$ cat config.mk
export PLATFORM = sky130hd
export DESIGN_NAME = ss_display_scanner
export DESIGN_NICKNAME = d
export VERILOG_FILES = /design/src/rtl/ss_display_scanner.sv
export SDC_FILE = /design/constraint.sdc
export NUM_CORES = 1
export LEC_CHECK = 0
export CELL_PAD_IN_SITES_DETAIL_PLACEMENT = 0
export CELL_PAD_IN_SITES_GLOBAL_PLACEMENT = 1
export CORE_MARGIN = 5
export CORE_UTILIZATION = 30
export DETAILED_ROUTE_END_ITERATION = 7
export GPL_ROUTABILITY_DRIVEN = 0
export HOLD_SLACK_MARGIN = 0.06
export PLACE_DENSITY = 0.64
export SLEW_MARGIN = 40
export SYNTH_ARGS = -nofsm -noshare
export SYNTH_HDL_FRONTEND = slang
export SYNTH_SLANG_ARGS = --single-unit
$ cat constraint.sdc
create_clock -name clk -period 5.8 [get_ports clk]
set_input_delay 0.58 -clock clk [delete_from_list [all_inputs] [get_ports clk]]
set_output_delay 0.58 -clock clk [all_outputs]
set_load 0.02 [all_outputs]
$ cat src/rtl/ss_display_scanner.sv
// Time-multiplexed scan controller for an N-digit common-anode seven-segment display.
// One nibble at a time goes to a shared decoder; the value is double-buffered and applied at frame wrap.
module ss_display_scanner #(
    parameter int N_DIGITS     = 8,
    parameter int TICK_CYCLES  = 100000,
    parameter int BLANK_CYCLES = 2000
) (
    input  logic                  clk,
    input  logic                  rst,
    input  logic [4*N_DIGITS-1:0] value_in,
    input  logic                  value_load,
    input  logic [N_DIGITS-1:0]   digit_en,
    input  logic                  blank_lz,
    output logic [3:0]            bcd_out,
    output logic                  seg_blank,
    output logic [N_DIGITS-1:0]   an,
    output logic [2:0]            digit_idx,
    output logic                  frame_done,
    output logic                  load_pending
);
    localparam int CW = $clog2(TICK_CYCLES);
    localparam int DW = 4 * N_DIGITS;
    localparam logic [CW-1:0] CNT_LAST  = CW'(TICK_CYCLES - 1);
    localparam logic [CW-1:0] CNT_DRIVE = CW'(BLANK_CYCLES);
    localparam logic [2:0]    IDX_LAST  = 3'(N_DIGITS - 1);

    logic [CW-1:0]       cnt, cnt_nxt;
    logic [2:0]          idx, idx_nxt;
    logic [DW-1:0]       active, active_nxt;
    logic [DW-1:0]       shadow, shadow_nxt;
    logic                pend_nxt;
    logic [N_DIGITS-1:0] en_q;
    logic                blz_q;
    logic                cnt_last, wrap;
    logic [3:0]          nib;
    logic                en_bit, lz_sup, tail_zero, drive;
    logic [N_DIGITS-1:0] an_nxt;

    // Outputs are decoded from next-state values so they stay aligned with cnt/idx/active;
    // value_load is a single-cycle strobe with no back-pressure.
    always_comb begin
        cnt_last = (cnt == CNT_LAST);
        wrap     = cnt_last && (idx == IDX_LAST);
        cnt_nxt  = cnt_last ? '0 : cnt + CW'(1);
        idx_nxt  = idx;
        if (cnt_last) idx_nxt = wrap ? 3'd0 : idx + 3'd1;

        shadow_nxt = shadow;
        active_nxt = active;
        pend_nxt   = load_pending;
        if (value_load) begin
            shadow_nxt = value_in;
            pend_nxt   = 1'b1;
        end
        if (wrap) begin
            if (value_load) begin
                active_nxt = value_in;
                pend_nxt   = 1'b0;
            end else if (load_pending) begin
                active_nxt = shadow;
                pend_nxt   = 1'b0;
            end
        end

        // Walk from the top digit down so tail_zero means "this digit and all above are 0".
        nib       = 4'd0;
        en_bit    = 1'b0;
        lz_sup    = 1'b0;
        tail_zero = 1'b1;
        for (int i = N_DIGITS - 1; i >= 0; i--) begin
            tail_zero = tail_zero && (active_nxt[4*i +: 4] == 4'd0);
            if (idx_nxt == 3'(i)) begin
                nib    = active_nxt[4*i +: 4];
                en_bit = en_q[i];
                lz_sup = blz_q && tail_zero && (i != 0);
            end
        end

        drive  = (cnt_nxt >= CNT_DRIVE) && en_bit && !lz_sup;
        an_nxt = '1;
        for (int i = 0; i < N_DIGITS; i++) begin
            if (drive && (idx_nxt == 3'(i))) an_nxt[i] = 1'b0;
        end
    end

    always_ff @(posedge clk or posedge rst) begin
        if (rst) begin
            cnt          <= '0;
            idx          <= 3'd0;
            active       <= '0;
            shadow       <= '0;
            load_pending <= 1'b0;
            en_q         <= '0;
            blz_q        <= 1'b0;
            an           <= '1;
            bcd_out      <= 4'd0;
            seg_blank    <= 1'b1;
            digit_idx    <= 3'd0;
            frame_done   <= 1'b0;
        end else begin
            cnt          <= cnt_nxt;
            idx          <= idx_nxt;
            active       <= active_nxt;
            shadow       <= shadow_nxt;
            load_pending <= pend_nxt;
            en_q         <= digit_en;
            blz_q        <= blank_lz;
            an           <= an_nxt;
            bcd_out      <= nib;
            seg_blank    <= !drive;
            digit_idx    <= idx_nxt;
            frame_done   <= wrap;
        end
    end
endmodule

==> results.rst, run 1 <==
.. list-table::
   :header-rows: 1

   * - Metric
     - Value
   * - Clock-pin slew of the registers on the worst-case setup and hold paths
     - about 70 ps
   * - Most frequent cell after synthesis
     - sky130_fd_sc_hd__dfrtp_1
   * - Post-synthesis register bit count
     - 108
   * - Sinks on Clock Net
     - 108
   * - Pin count of the biggest net entering global routing
     - between 60 and 70
   * - Synthesized netlist net count
     - 537
   * - Worst Hold Class
     - register to register
   * - Mean number of vias per cell
     - between 5 and 6
   * - Dpl hpwl
     - a little under 10 mm
   * - Initial antenna violation count
     - 0
   * - Global-route wire length before repair
     - around 22 mm
   * - Synth cell types
     - 69
   * - Power density over the cells
     - 253 nW/um2
   * - Number of flops mapped to enable cells by yosys
     - 0
   * - P&R area growth vs syn
     - 23.2%
   * - Final core utilization
     - 37.2%
   * - Final Hold Vio Count
     - 0
   * - Average size of a mapped cell
     - 10.5 um2
   * - Share of total power in combinational logic
     - ~6%
   * - Area of the mapped netlist
     - roughly 5100 um2
   * - Share of flip-flops with an asynchronous set or reset
     - between 90% and 100%
   * - ANT nets after route
     - 0
   * - WP data arrival
     - about 3800 ps
   * - Largest area contributor in the netlist
     - sky130_fd_sc_hd__dfrtp_1
   * - Fraction of final layout cells with drive strength greater than 1
     - about 15%
   * - Routed wire length
     - roughly 13 mm
   * - Total of endpoints with negative setup slack in the final report
     - 0
   * - Via count
     - slightly below 4,000
   * - Sequential share of the synthesized area
     - 52.7%
   * - Highest net fanout along the worst path
     - 13
   * - Row count
     - 48
   * - Iteration-0 DRC count of the detailed router
     - about 250
   * - CTS max path bufs
     - 2
   * - Diode count
     - 0
   * - Worst hold slack after final layout
     - 475 ps
   * - Critical path type
     - register to register
   * - Ports placed on the boundary
     - 62
   * - Net count, final
     - 592
   * - Detailed-route DRC error count
     - 0
   * - Final critical-path share of the clock period
     - about three fifths
   * - Hold buffer count at CTS
     - 0
   * - Leading cell types by total area after synthesis
     - sky130_fd_sc_hd__dfrtp_1, sky130_fd_sc_hd__mux2_2, sky130_fd_sc_hd__nand2_1
   * - Max-capacitance violation count
     - 0
   * - Root buffer selected by CTS
     - sky130_fd_sc_hd__clkbuf_16
   * - Leakage Power
     - roughly 2.7 nW
   * - Clock power frac
     - between 40% and 50%
   * - Sw frac
     - a little over a fifth
   * - Headroom to the max-slew limit
     - 46.8%
   * - Internal Power
     - ~0.0013 W
   * - Final Skew
     - approximately 6.9 ps
   * - Highest Clock Rate
     - between 0.2 and 0.3 GHz
   * - Die span in x
     - about 140 um
   * - Part of the total power dissipated in sequential elements
     - between 40% and 50%
   * - Overall die height
     - approximately 140 um
   * - Yosys warnings
     - 0
   * - Leading post-synthesis cells by instance count
     - sky130_fd_sc_hd__dfrtp_1, sky130_fd_sc_hd__nand2_1, sky130_fd_sc_hd__mux2_2
   * - Area of the core
     - around 17,000 um2
   * - Primary flip-flop cell chosen by synthesis mapping
     - sky130_fd_sc_hd__dfrtp_1
   * - Proportion of netlist area held by the largest area contributor
     - between 40% and 50%
   * - Maximum vdd drop
     - roughly 0.00013 V
   * - Starting density of the core
     - 30.2%
   * - Endpoint class of the critical path
     - register
   * - Net switching component of the power
     - between 0.0003 and 0.0004 W
   * - Syn Inst Count
     - 490
   * - Gr usage total
     - approximately 14%
   * - Number of buffers added by the clock tree synthesis step
     - 9
   * - Sum of negative setup slack
     - 0 ps
   * - Total Die Area
     - slightly below 20,000 um2
   * - Count of H-tree levels built during CTS
     - 3
   * - Count of input and output buffers
     - just over 60
   * - Status
     - complete, no violations
   * - Post-route minimum period
     - between 3000 and 4000 ps
   * - CTS-repair resized insts
     - 0
   * - Max-slew violations
     - 0
   * - Total congestion overflow
     - 0
   * - TritonRoute pass-1 iters
     - 5
   * - Clock tree from TritonCTS
     - done
   * - DR WL/cell
     - roughly 17 um
   * - Actual transition at the worst max-transition pin
     - about 800 ps
   * - Via count of the first global-routing pass
     - 3,920
   * - Required arrival time at the worst endpoint
     - between 6000 and 7000 ps
   * - Unrepaired setup endpoints after global routing
     - no
   * - Startpoint class of the critical path
     - register
   * - Skew-Pair Late Insertion Delay
     - around 360 ps
   * - Setup bufs post-CTS
     - 0
-- power groups by stage --
| stage | sequential, W | clock (W) | combinational, W |
|---|---|---|---|
| floorplan | 0.000799 | 0 | 0.0000500 |
| global placement | 0.000800 | 0 | 0.0000960 |
| detailed placement | 0.000802 | 0 | 0.0000974 |
| CTS | 0.000787 | 0.000750 | 0.0000982 |
| global route | 0.000790 | 0.000777 | 0.000107 |
| finish | 0.000787 | 0.000725 | 0.0000956 |
-- per-stage QoR --
stage	power, W	worst slack [ps]	cells	cell area, um2
after floorplan	0.000849	2390	490	5150
after global placement	0.000896	2180	759	5980
after detailed placement	0.000900	2000	759	5990
after CTS	0.00164	1990	775	6340
after global routing	0.00167	1820	775	6350
final	0.00161	2250	775	6350
-- critical path: stages (launching register included) --
cell and delay (ps):
sky130_fd_sc_hd__dfrtp_1 510, sky130_fd_sc_hd__nor4b_2 460, sky130_fd_sc_hd__nand3_1 310, sky130_fd_sc_hd__o21ai_0 270
sky130_fd_sc_hd__and2_1 540, sky130_fd_sc_hd__clkinv_1 420, sky130_fd_sc_hd__a211oi_1 280, sky130_fd_sc_hd__o2bb2ai_1 120
sky130_fd_sc_hd__nor3_1 400, sky130_fd_sc_hd__nand3_1 150
-- worst paths after layout --
kind | startpoint | to | slack (ps) | cells past startpoint
worst min register to register | active[0]$_DFF_PP0_ | active[0]$_DFF_PP0_ | 480 | 2
max in group asynchronous | rst | an[3]$_DFF_PP1_ | 4180 | 3
worst max-delay path | cnt[6]$_DFF_PP0_ | an[0]$_DFF_PP1_ | 2250 | 9
worst max register to register | cnt[6]$_DFF_PP0_ | an[0]$_DFF_PP1_ | 2250 | 9
worst min-delay path | active[0]$_DFF_PP0_ | active[0]$_DFF_PP0_ | 480 | 2
min in group asynchronous | rst | active[22]$_DFF_PP0_ | 650 | 2
-- flip-flops by register name, summed over array words and instances, names as in the netlist --
register      cells
active           32
shadow           32
cnt              17
an                8
en_q              8
bcd_out           4
idx               3
blz_q             1
frame_done        1
load_pending      1
seg_blank         1
-- final cells by class --
class                      instances  area (um2)
clock buffer                       9         225
clock inverter                     7         128
inverter                          14        55.1
sequential                       108        2710
timing repair buffer              66         647
fill                            1707       10700
tap                              225         282
multi-input combinational        346        2300
-- per-layer routing --
layer | up-vias | GRT usage, % | share of wire (%)
met5 | - | 0 | 0
met4 | 0 | 3.42 | 1.2
met3 | 12 | 3.73 | 5.1
met2 | 98 | 21.7 | 46
met1 | 1918 | 19.1 | 47
li1 | 1864 | - | -
-- cells in the final DEF, fill, tap and decap left out, types with 2 or more instances in the layout --
cell type,instances
sky130_fd_sc_hd__nor3b_1,2
sky130_fd_sc_hd__o31a_1,2
sky130_fd_sc_hd__mux2_2,41
sky130_fd_sc_hd__xnor2_1,9
sky130_fd_sc_hd__nor2b_1,4
sky130_fd_sc_hd__a31oi_1,4
sky130_fd_sc_hd__nor4_1,14
sky130_fd_sc_hd__a22oi_1,3
sky130_fd_sc_hd__nor3_1,18
sky130_fd_sc_hd__o221ai_1,2
sky130_fd_sc_hd__ha_1,3
sky130_fd_sc_hd__bufinv_16,3
sky130_fd_sc_hd__o21ai_0,20
sky130_fd_sc_hd__or3_1,3
sky130_fd_sc_hd__nand4_1,8
sky130_fd_sc_hd__mux2i_1,12
sky130_fd_sc_hd__dfstp_2,9
sky130_fd_sc_hd__and3_1,6
sky130_fd_sc_hd__a21oi_1,12
sky130_fd_sc_hd__buf_4,4
sky130_fd_sc_hd__a21o_1,3
sky130_fd_sc_hd__nand3_1,15
sky130_fd_sc_hd__inv_6,3
sky130_fd_sc_hd__nand2_1,67
sky130_fd_sc_hd__nand3b_1,2
sky130_fd_sc_hd__and2_1,7
sky130_fd_sc_hd__a311o_1,2
sky130_fd_sc_hd__or4_4,2
sky130_fd_sc_hd__clkbuf_16,9
sky130_fd_sc_hd__inv_1,11
sky130_fd_sc_hd__xor2_1,8
sky130_fd_sc_hd__and4_1,2
sky130_fd_sc_hd__o211ai_1,6
sky130_fd_sc_hd__nor2_1,30
sky130_fd_sc_hd__dfrtp_1,99
sky130_fd_sc_hd__o311a_1,2
sky130_fd_sc_hd__nand2b_1,6
sky130_fd_sc_hd__clkdlybuf4s50_1,60
-- logic make-up after synthesis --
logic type | synth area share (%)
buffers and inverters | 2.84
AND/OR/NAND/NOR | 19.4
multiplexers | 11.6
flip-flops | 52.7
XOR/XNOR | 2.89
adder cells (fa/ha/maj) | 0.729
AO/OA/AOI/OAI | 9.89
No activity file was read; power rests on OpenSTA's default activity.
==> run 2: changes to the inputs <==
clock period = 3.3 ns   (was 5.8 ns; I/O delays follow)
==> run 2 against run 1 <==
Clock-buffer cell count is 1 higher. First-iteration DRC count is 22% lower. Final area is 1.5% higher. Power is 61% higher. Sequential share of layout area is 0.64 points lower. Flip-flop and latch count stayed put. Sequential power is 75% higher. Clock skew is 3.6 ps higher. Critical path depth is 1 lower. Critical path type unchanged. Critical endpoint is now an[4]$_DFF_PP1_. Largest cell class unchanged. Largest power group unchanged.
==> results.rst, run 2 (synthesized netlist as in run 1, its figures left out) <==
.. list-table::
   :header-rows: 1

   * - Metric
     - Value
   * - Status
     - complete, no violations (unchanged)
   * - Power density over the cells
     - 402 nW/um2 (was 253 nW/um2)
   * - Sum of negative setup slack
     - 0 ps (unchanged)
   * - Root buffer selected by CTS
     - sky130_fd_sc_hd__clkbuf_16 (unchanged)
   * - Count of input and output buffers
     - 61 (unchanged)
   * - Dpl hpwl
     - 10.2 mm (was 9.80 mm)
   * - Gr usage total
     - 13.9% (was 13.8%)
   * - Max-slew violations
     - 0 (unchanged)
   * - Filler cell count
     - 1,702 (was 1,707)
   * - Clock-pin slew of the registers on the worst-case setup and hold paths
     - 70 ps (about the same)
   * - Maximum vdd drop
     - 0.000257 V (was 0.000132 V)
   * - Required arrival time at the worst endpoint
     - 3590 ps (was 6050 ps)
   * - TritonRoute pass-1 iters
     - 4 (was 5)
   * - Total congestion overflow
     - 0 (unchanged)
   * - Ports placed on the boundary
     - 62 (unchanged)
   * - Final Skew
     - 10.5 ps (was 6.87 ps)
   * - Net switching component of the power
     - 0.000593 W (was 0.000351 W)
   * - Overall die height
     - 141 um (unchanged)
   * - P&R area growth vs syn
     - 25.1% (was 23.2%)
   * - Clock tree from TritonCTS
     - done (unchanged)
   * - Final critical-path share of the clock period
     - 94.5% (was 61.3%)
   * - Total Die Area
     - 19,900 um2 (unchanged)
   * - Unrepaired setup endpoints after global routing
     - no (unchanged)
   * - DR WL/cell
     - 17.0 um (was 17.3 um)
   * - Diode count
     - 0 (unchanged)
   * - Total of endpoints with negative setup slack in the final report
     - 0 (unchanged)
   * - Area of the core
     - 17,100 um2 (unchanged)
   * - Endpoint class of the critical path
     - register (unchanged)
   * - Die span in x
     - 141 um (unchanged)
   * - Actual transition at the worst max-transition pin
     - 719 ps (was 798 ps)
   * - Number of buffers added by the clock tree synthesis step
     - 9 (unchanged)
   * - Skew-Pair Late Insertion Delay
     - 360 ps (about the same)
   * - Clock power frac
     - 39.8% (was 45.1%)
   * - Global-route wire length before repair
     - 22.0 mm (was 21.8 mm)
   * - Setup bufs post-CTS
     - 0 (unchanged)
   * - Count of H-tree levels built during CTS
     - 3 (unchanged)
   * - Detailed-route DRC error count
     - 0 (unchanged)
   * - Pin count of the biggest net entering global routing
     - 56 (was 62)
   * - Net count, final
     - 609 (was 592)
   * - ANT nets after route
     - 0 (unchanged)
   * - Post-route minimum period
     - 3120 ps (was 3550 ps)
   * - Max-capacitance violation count
     - 0 (unchanged)
   * - Fraction of final layout cells with drive strength greater than 1
     - 18.0% (was 15.1%)
   * - Leakage Power
     - 2.79 nW (was 2.73 nW)
   * - Most frequent cells in the layout
     - sky130_fd_sc_hd__dfrtp_1, sky130_fd_sc_hd__nand2_1, sky130_fd_sc_hd__clkdlybuf4s50_1 (unchanged)
   * - Mean number of vias per cell
     - 5.00 (was 5.02)
   * - Share of total power in combinational logic
     - 6.8% (was 5.9%)
   * - Routed wire length
     - 13.5 mm (was 13.4 mm)
   * - Via count of the first global-routing pass
     - 4,070 (was 3,920)
   * - WP data arrival
     - 3400 ps (was 3800 ps)
   * - Sinks on Clock Net
     - 108 (unchanged)
   * - Critical path type
     - register to register (unchanged)
   * - Via count
     - 3,962 (was 3,892)
   * - Post-layout total power
     - 0.00259 W (was 0.00161 W)
   * - Worst Hold Class
     - input pin to register (was register to register)
   * - Most common cell after layout, fill and taps aside
     - sky130_fd_sc_hd__dfrtp_1 (unchanged)
   * - Largest registers
     - active: 32 flops, shadow: 32 flops, cnt: 17 flops (unchanged)
   * - Sw frac
     - 22.9% (was 21.8%)
   * - Startpoint class of the critical path
     - register (unchanged)
   * - Initial antenna violation count
     - 0 (unchanged)
   * - Final Hold Vio Count
     - 0 (unchanged)
   * - Highest net fanout along the worst path
     - 6 (was 13)
   * - Starting density of the core
     - 30.2% (unchanged)
   * - Highest Clock Rate
     - 0.321 GHz (was 0.281 GHz)
   * - Headroom to the max-slew limit
     - 52.1% (was 46.8%)
   * - CTS max path bufs
     - 2 (unchanged)
   * - Internal Power
     - 0.00200 W (was 0.00126 W)
   * - Part of the total power dissipated in sequential elements
     - 53.4% (was 49.0%)
   * - Iteration-0 DRC count of the detailed router
     - 196 (was 252)
   * - Row count
     - 48 (unchanged)
run 2: changes by cell type in the layout (fill, tap and decap cells not counted), moves of 2 or more:
cell	delta
sky130_fd_sc_hd__buf_12	+2
sky130_fd_sc_hd__buf_4	+16
sky130_fd_sc_hd__bufinv_16	-3
sky130_fd_sc_hd__clkinv_2	+2
sky130_fd_sc_hd__inv_6	-2
run 2: critical path, cell delays in order, from the launching register on:
cell	delay, ps
sky130_fd_sc_hd__dfrtp_1	450
sky130_fd_sc_hd__nor4b_2	410
sky130_fd_sc_hd__nand2_1	160
sky130_fd_sc_hd__or4_4	570
sky130_fd_sc_hd__mux2_4	330
sky130_fd_sc_hd__o22a_1	220
sky130_fd_sc_hd__a311o_1	330
sky130_fd_sc_hd__or4_4	460
sky130_fd_sc_hd__nand4_1	120
run 2: final cells by class:
cell class	instances	area (um2)	share of cell area (%)
clock buffer	10	239	3.71
multi-input combinational	346	2310	35.9
clock inverter	6	46.3	0.719
inverter	14	55.1	0.855
tap	225	282	4.37
sequential	108	2710	42.1
timing repair buffer	83	796	12.4
run 2: worst paths after layout:
path	from	to	slack [ps]	depth (start not counted)
min reg2reg	active[7]$_DFF_PP0_	active[7]$_DFF_PP0_	470	2
max	cnt[11]$_DFF_PP0_	an[4]$_DFF_PP1_	180	8
max reg2reg	cnt[11]$_DFF_PP0_	an[4]$_DFF_PP1_	180	8
max in group asynchronous	rst	an[0]$_DFF_PP1_	2070	3
min in group asynchronous	rst	active[13]$_DFF_PP0_	450	2
min	digit_en[4]	en_q[4]$_DFF_PP0_	410	1
run 2: power groups by stage:
stage | combinational (W) | clock, W | sequential, W
finish | 0.000175 | 0.00103 | 0.00138
CTS | 0.000180 | 0.00107 | 0.00138
detailed placement | 0.000179 | 0 | 0.00141
floorplan | 0.0000879 | 0 | 0.00140
global placement | 0.000177 | 0 | 0.00141
global route | 0.000196 | 0.00112 | 0.00139
run 2: per-stage QoR:
stage               cell area [um2]  std cells  hold WS, ps  utilization [%]  setup WS, ps
floorplan                      5150        490          361                -           139
global placement               6140        776          461             36.0           195
detailed placement             6140        776          455             36.0           193
CTS                            6420        792          401             37.6           159
global route                   6440        792          394             37.8          1.27
finish                         6440        792          410             37.8           183
run 2: timing repair:
action | in CTS | in global routing
endpoints found under the setup margin | 0 | 11
hold buffers | 0 | 0
gates resized for setup | 0 | 4
run 2: routing by layer:
| layer | up-vias | GRT usage (%) | share of wire (%) | routed length, um |
|---|---|---|---|---|
| li1 | 1898 | - | - | - |
| met1 | 1948 | 19.2 | 47 | 6350 |
| met2 | 110 | 21.8 | 46 | 6260 |
| met3 | 6 | 4.07 | 5.6 | 757 |
| met4 | 0 | 3.06 | 0.80 | 108 |
| met5 | - | 0 | 0 | 0 |
==> run 3: changes to the inputs <==
clock period = 3.8 ns   (was 3.3 ns; I/O delays follow)
==> run 3 against run 2 <==
Core utilization shrank 0.56 points. Clock skew hardly changed. Sequential power down 13%. Via count decreased by 1.5%. Largest cell class unchanged. Critical path type unchanged.
==> results.rst, run 3 (synthesized netlist as in run 1, its figures left out) <==
.. list-table::
   :header-rows: 1

   * - Metric
     - Value
   * - Final Hold Vio Count
     - 0 (unchanged)
   * - Max-slew violations
     - 0 (unchanged)
   * - Sum of negative setup slack
     - 0 ps (unchanged)
   * - Routed wire length
     - 13.5 mm (about the same)
   * - TritonRoute pass-1 iters
     - 4 (unchanged)
   * - Highest net fanout along the worst path
     - 13 (was 6)
   * - Actual transition at the worst max-transition pin
     - 671 ps (was 719 ps)
   * - Die span in x
     - 141 um (unchanged)
   * - Ports placed on the boundary
     - 62 (unchanged)
   * - Clock-pin slew of the registers on the worst-case setup and hold paths
     - 70 ps (about the same)
   * - Total of endpoints with negative setup slack in the final report
     - 0 (unchanged)
   * - Most frequent cells in the layout
     - sky130_fd_sc_hd__dfrtp_1, sky130_fd_sc_hd__nand2_1, sky130_fd_sc_hd__clkdlybuf4s50_1 (unchanged)
   * - Iteration-0 DRC count of the detailed router
     - 265 (was 196)
   * - Part of the total power dissipated in sequential elements
     - 52.6% (was 53.4%)
   * - Diode count
     - 0 (unchanged)
   * - Overall die height
     - 141 um (unchanged)
   * - Leakage Power
     - 2.74 nW (was 2.79 nW)
   * - DR WL/cell
     - 17.2 um (was 17.0 um)
   * - Highest Clock Rate
     - 0.286 GHz (was 0.321 GHz)
   * - CP Depth
     - 10 (was 8)
   * - Final critical-path share of the clock period
     - 92.0% (was 94.5%)
   * - Launch point of the critical path
     - idx[0]$_DFF_PP0_ (was cnt[11]$_DFF_PP0_)
   * - Number of buffers added by the clock tree synthesis step
     - 9 (unchanged)
   * - Post-route setup slack
     - 304 ps (was 183 ps)
   * - Total Die Area
     - 19,900 um2 (unchanged)
   * - Sw frac
     - 22.2% (was 22.9%)
   * - Beginning of the worst register-to-register path
     - idx[0]$_DFF_PP0_ (was cnt[11]$_DFF_PP0_)
   * - Critical path type
     - register to register (unchanged)
   * - Unrepaired setup endpoints after global routing
     - no (unchanged)
   * - Worst Hold Class
     - input pin to register (unchanged)
   * - Worst slack after detailed placement
     - 350 ps (was 193 ps)
   * - Headroom to the max-slew limit
     - 54.8% (was 52.1%)
   * - Clock tree from TritonCTS
     - done (unchanged)
   * - Internal Power
     - 0.00178 W (was 0.00200 W)
   * - Family with the most delay on the worst path
     - simple AND/OR/NAND/NOR gates (unchanged)
   * - Required arrival time at the worst endpoint
     - 4080 ps (was 3590 ps)
   * - Dpl hpwl
     - 10.1 mm (was 10.2 mm)
   * - Critical register-to-register path endpoint
     - an[7]$_DFF_PP1_ (was an[4]$_DFF_PP1_)
   * - Startpoint class of the critical path
     - register (unchanged)
   * - Starting density of the core
     - 30.2% (unchanged)
   * - CP most frequent cell
     - sky130_fd_sc_hd__ha_1 (was sky130_fd_sc_hd__or4_4)
   * - Sinks on Clock Net
     - 108 (unchanged)
   * - Post-route minimum period
     - 3500 ps (was 3120 ps)
   * - Gr usage total
     - 14.0% (was 13.9%)
   * - Largest registers
     - active: 32 flops, shadow: 32 flops, cnt: 17 flops (unchanged)
   * - Global-route wire length before repair
     - 21.9 mm (was 22.0 mm)
   * - Skew-Pair Late Insertion Delay
     - 350 ps (was 360 ps)
   * - Endpoint class of the critical path
     - register (unchanged)
   * - Most common cell after layout, fill and taps aside
     - sky130_fd_sc_hd__dfrtp_1 (unchanged)
   * - Row count
     - 48 (unchanged)
   * - Hold buffer count at CTS
     - 0 (unchanged)
   * - Count of input and output buffers
     - 61 (unchanged)
   * - Cell area after placement
     - 6060 um2 (was 6140 um2)
   * - Cell count of the worst reg-to-reg path
     - 10 (was 8)
   * - Maximum vdd drop
     - 0.000233 V (was 0.000257 V)
   * - Buffers plus inverters on the worst setup path
     - 1 (was 0)
   * - Critical path cell sequence
     - ha_1 > ha_1 > or2_2 > nor3_1 > nor2_1 > inv_2 > o211ai_1 > a311o_1 > or4_4 > nand4_1 (was nor4b_2 > nand2_1 > or4_4 > mux2_4 > o22a_1 > a311o_1 > or4_4 > nand4_1)
   * - Net count, final
     - 600 (was 609)
   * - WP data arrival
     - 3780 ps (was 3400 ps)
   * - Cell type of the slowest stage on the worst timing path
     - sky130_fd_sc_hd__dfrtp_1 (was sky130_fd_sc_hd__or4_4)
   * - Root buffer selected by CTS
     - sky130_fd_sc_hd__clkbuf_16 (unchanged)
   * - Pin count of the biggest net entering global routing
     - 60 (was 56)
   * - Status
     - complete, no violations (unchanged)
   * - Setup bufs post-CTS
     - 0 (unchanged)
   * - ANT nets after route
     - 0 (unchanged)
   * - Via count of the first global-routing pass
     - 4,074 (was 4,070)
   * - Share of total power in combinational logic
     - 6.5% (was 6.8%)
   * - Initial antenna violation count
     - 0 (unchanged)
   * - Count of H-tree levels built during CTS
     - 3 (unchanged)
   * - Max-capacitance violation count
     - 0 (unchanged)
   * - Net switching component of the power
     - 0.000506 W (was 0.000593 W)
   * - Fraction of final layout cells with drive strength greater than 1
     - 15.6% (was 18.0%)
   * - Post-route design area
     - 6350 um2 (was 6440 um2)
   * - P&R area growth vs syn
     - 23.3% (was 25.1%)
   * - Slack of the worst reg-to-reg path
     - 300 ps (was 180 ps)
   * - Power density over the cells
     - 360 nW/um2 (was 402 nW/um2)
   * - Filler cell count
     - 1,738 (was 1,702)
   * - Mean number of vias per cell
     - 4.99 (was 5.00)
   * - Final Skew
     - 10.6 ps (was 10.5 ps)
   * - Delay of the slowest cell on the worst path
     - 540 ps (was 570 ps)
   * - Worst setup path endpoint
     - an[7]$_DFF_PP1_ (was an[4]$_DFF_PP1_)
   * - Area of the core
     - 17,100 um2 (unchanged)
   * - CTS-repair resized insts
     - 0 (unchanged)
   * - Total congestion overflow
     - 0 (unchanged)
   * - Via count
     - 3,902 (was 3,962)
   * - Post-layout total power
     - 0.00228 W (was 0.00259 W)
   * - CTS max path bufs
     - 2 (unchanged)
   * - Detailed-route DRC error count
     - 0 (unchanged)
   * - Clock power frac
     - 40.8% (was 39.8%)
[run 3: changes by cell type in the layout (fill, tap and decap cells not counted), sizes merged]
cell and delta:
buf -9, bufinv +1, clkinv -1, inv -1
[run 3: final cells by class]
class	instances	area (um2)	area share, %
Inverter	14	55.1	0.867
Sequential cell	108	2710	42.8
Clock inverter	5	62.6	0.986
Timing Repair Buffer	74	716	11.3
Tap cell	225	282	4.44
Clock buffer	10	229	3.61
Multi-Input combinational cell	346	2290	36.1
[run 3: per-stage QoR]
stage | util, % | hold slack, ps | instances
finish | 37.2 | 462 | 782
global route | 37.2 | 449 | 782
CTS | 37.2 | 452 | 782
detailed placement | 35.5 | 463 | 767
global placement | 35.5 | 465 | 767
floorplan | - | 411 | 490
[run 3: worst min path at each step]
stage	startpoint	depth (start not counted)	end
6_report	blank_lz	1	blz_q$_DFF_PP0_
5_1_grt	blank_lz	1	blz_q$_DFF_PP0_
4_1_cts	blank_lz	1	blz_q$_DFF_PP0_
3_5_place_dp	active[0]$_DFF_PP0_	2	active[0]$_DFF_PP0_
3_3_place_gp	active[0]$_DFF_PP0_	2	active[0]$_DFF_PP0_
2_1_floorplan	blank_lz	0	blz_q$_DFF_PP0_
[run 3: routing by layer]
| metal | track usage, % | wire length [um] | vias to the layer above |
|---|---|---|---|
| li1 | - | - | 1879 |
| met1 | 18.8 | 6470 | 1923 |
| met2 | 22.0 | 6140 | 83 |
| met3 | 3.46 | 585 | 17 |
| met4 | 4.95 | 274 | 0 |
| met5 | 0 | 0 | - |
[run 3: power groups by stage]
stage / logic (W) / registers, W / clock network, W
floorplan: 0.0000763 / 0.00122 / 0
global placement: 0.000152 / 0.00122 / 0
detailed placement: 0.000153 / 0.00122 / 0
CTS: 0.000154 / 0.00120 / 0.000955
global route: 0.000166 / 0.00121 / 0.00100
finish: 0.000149 / 0.00120 / 0.000932
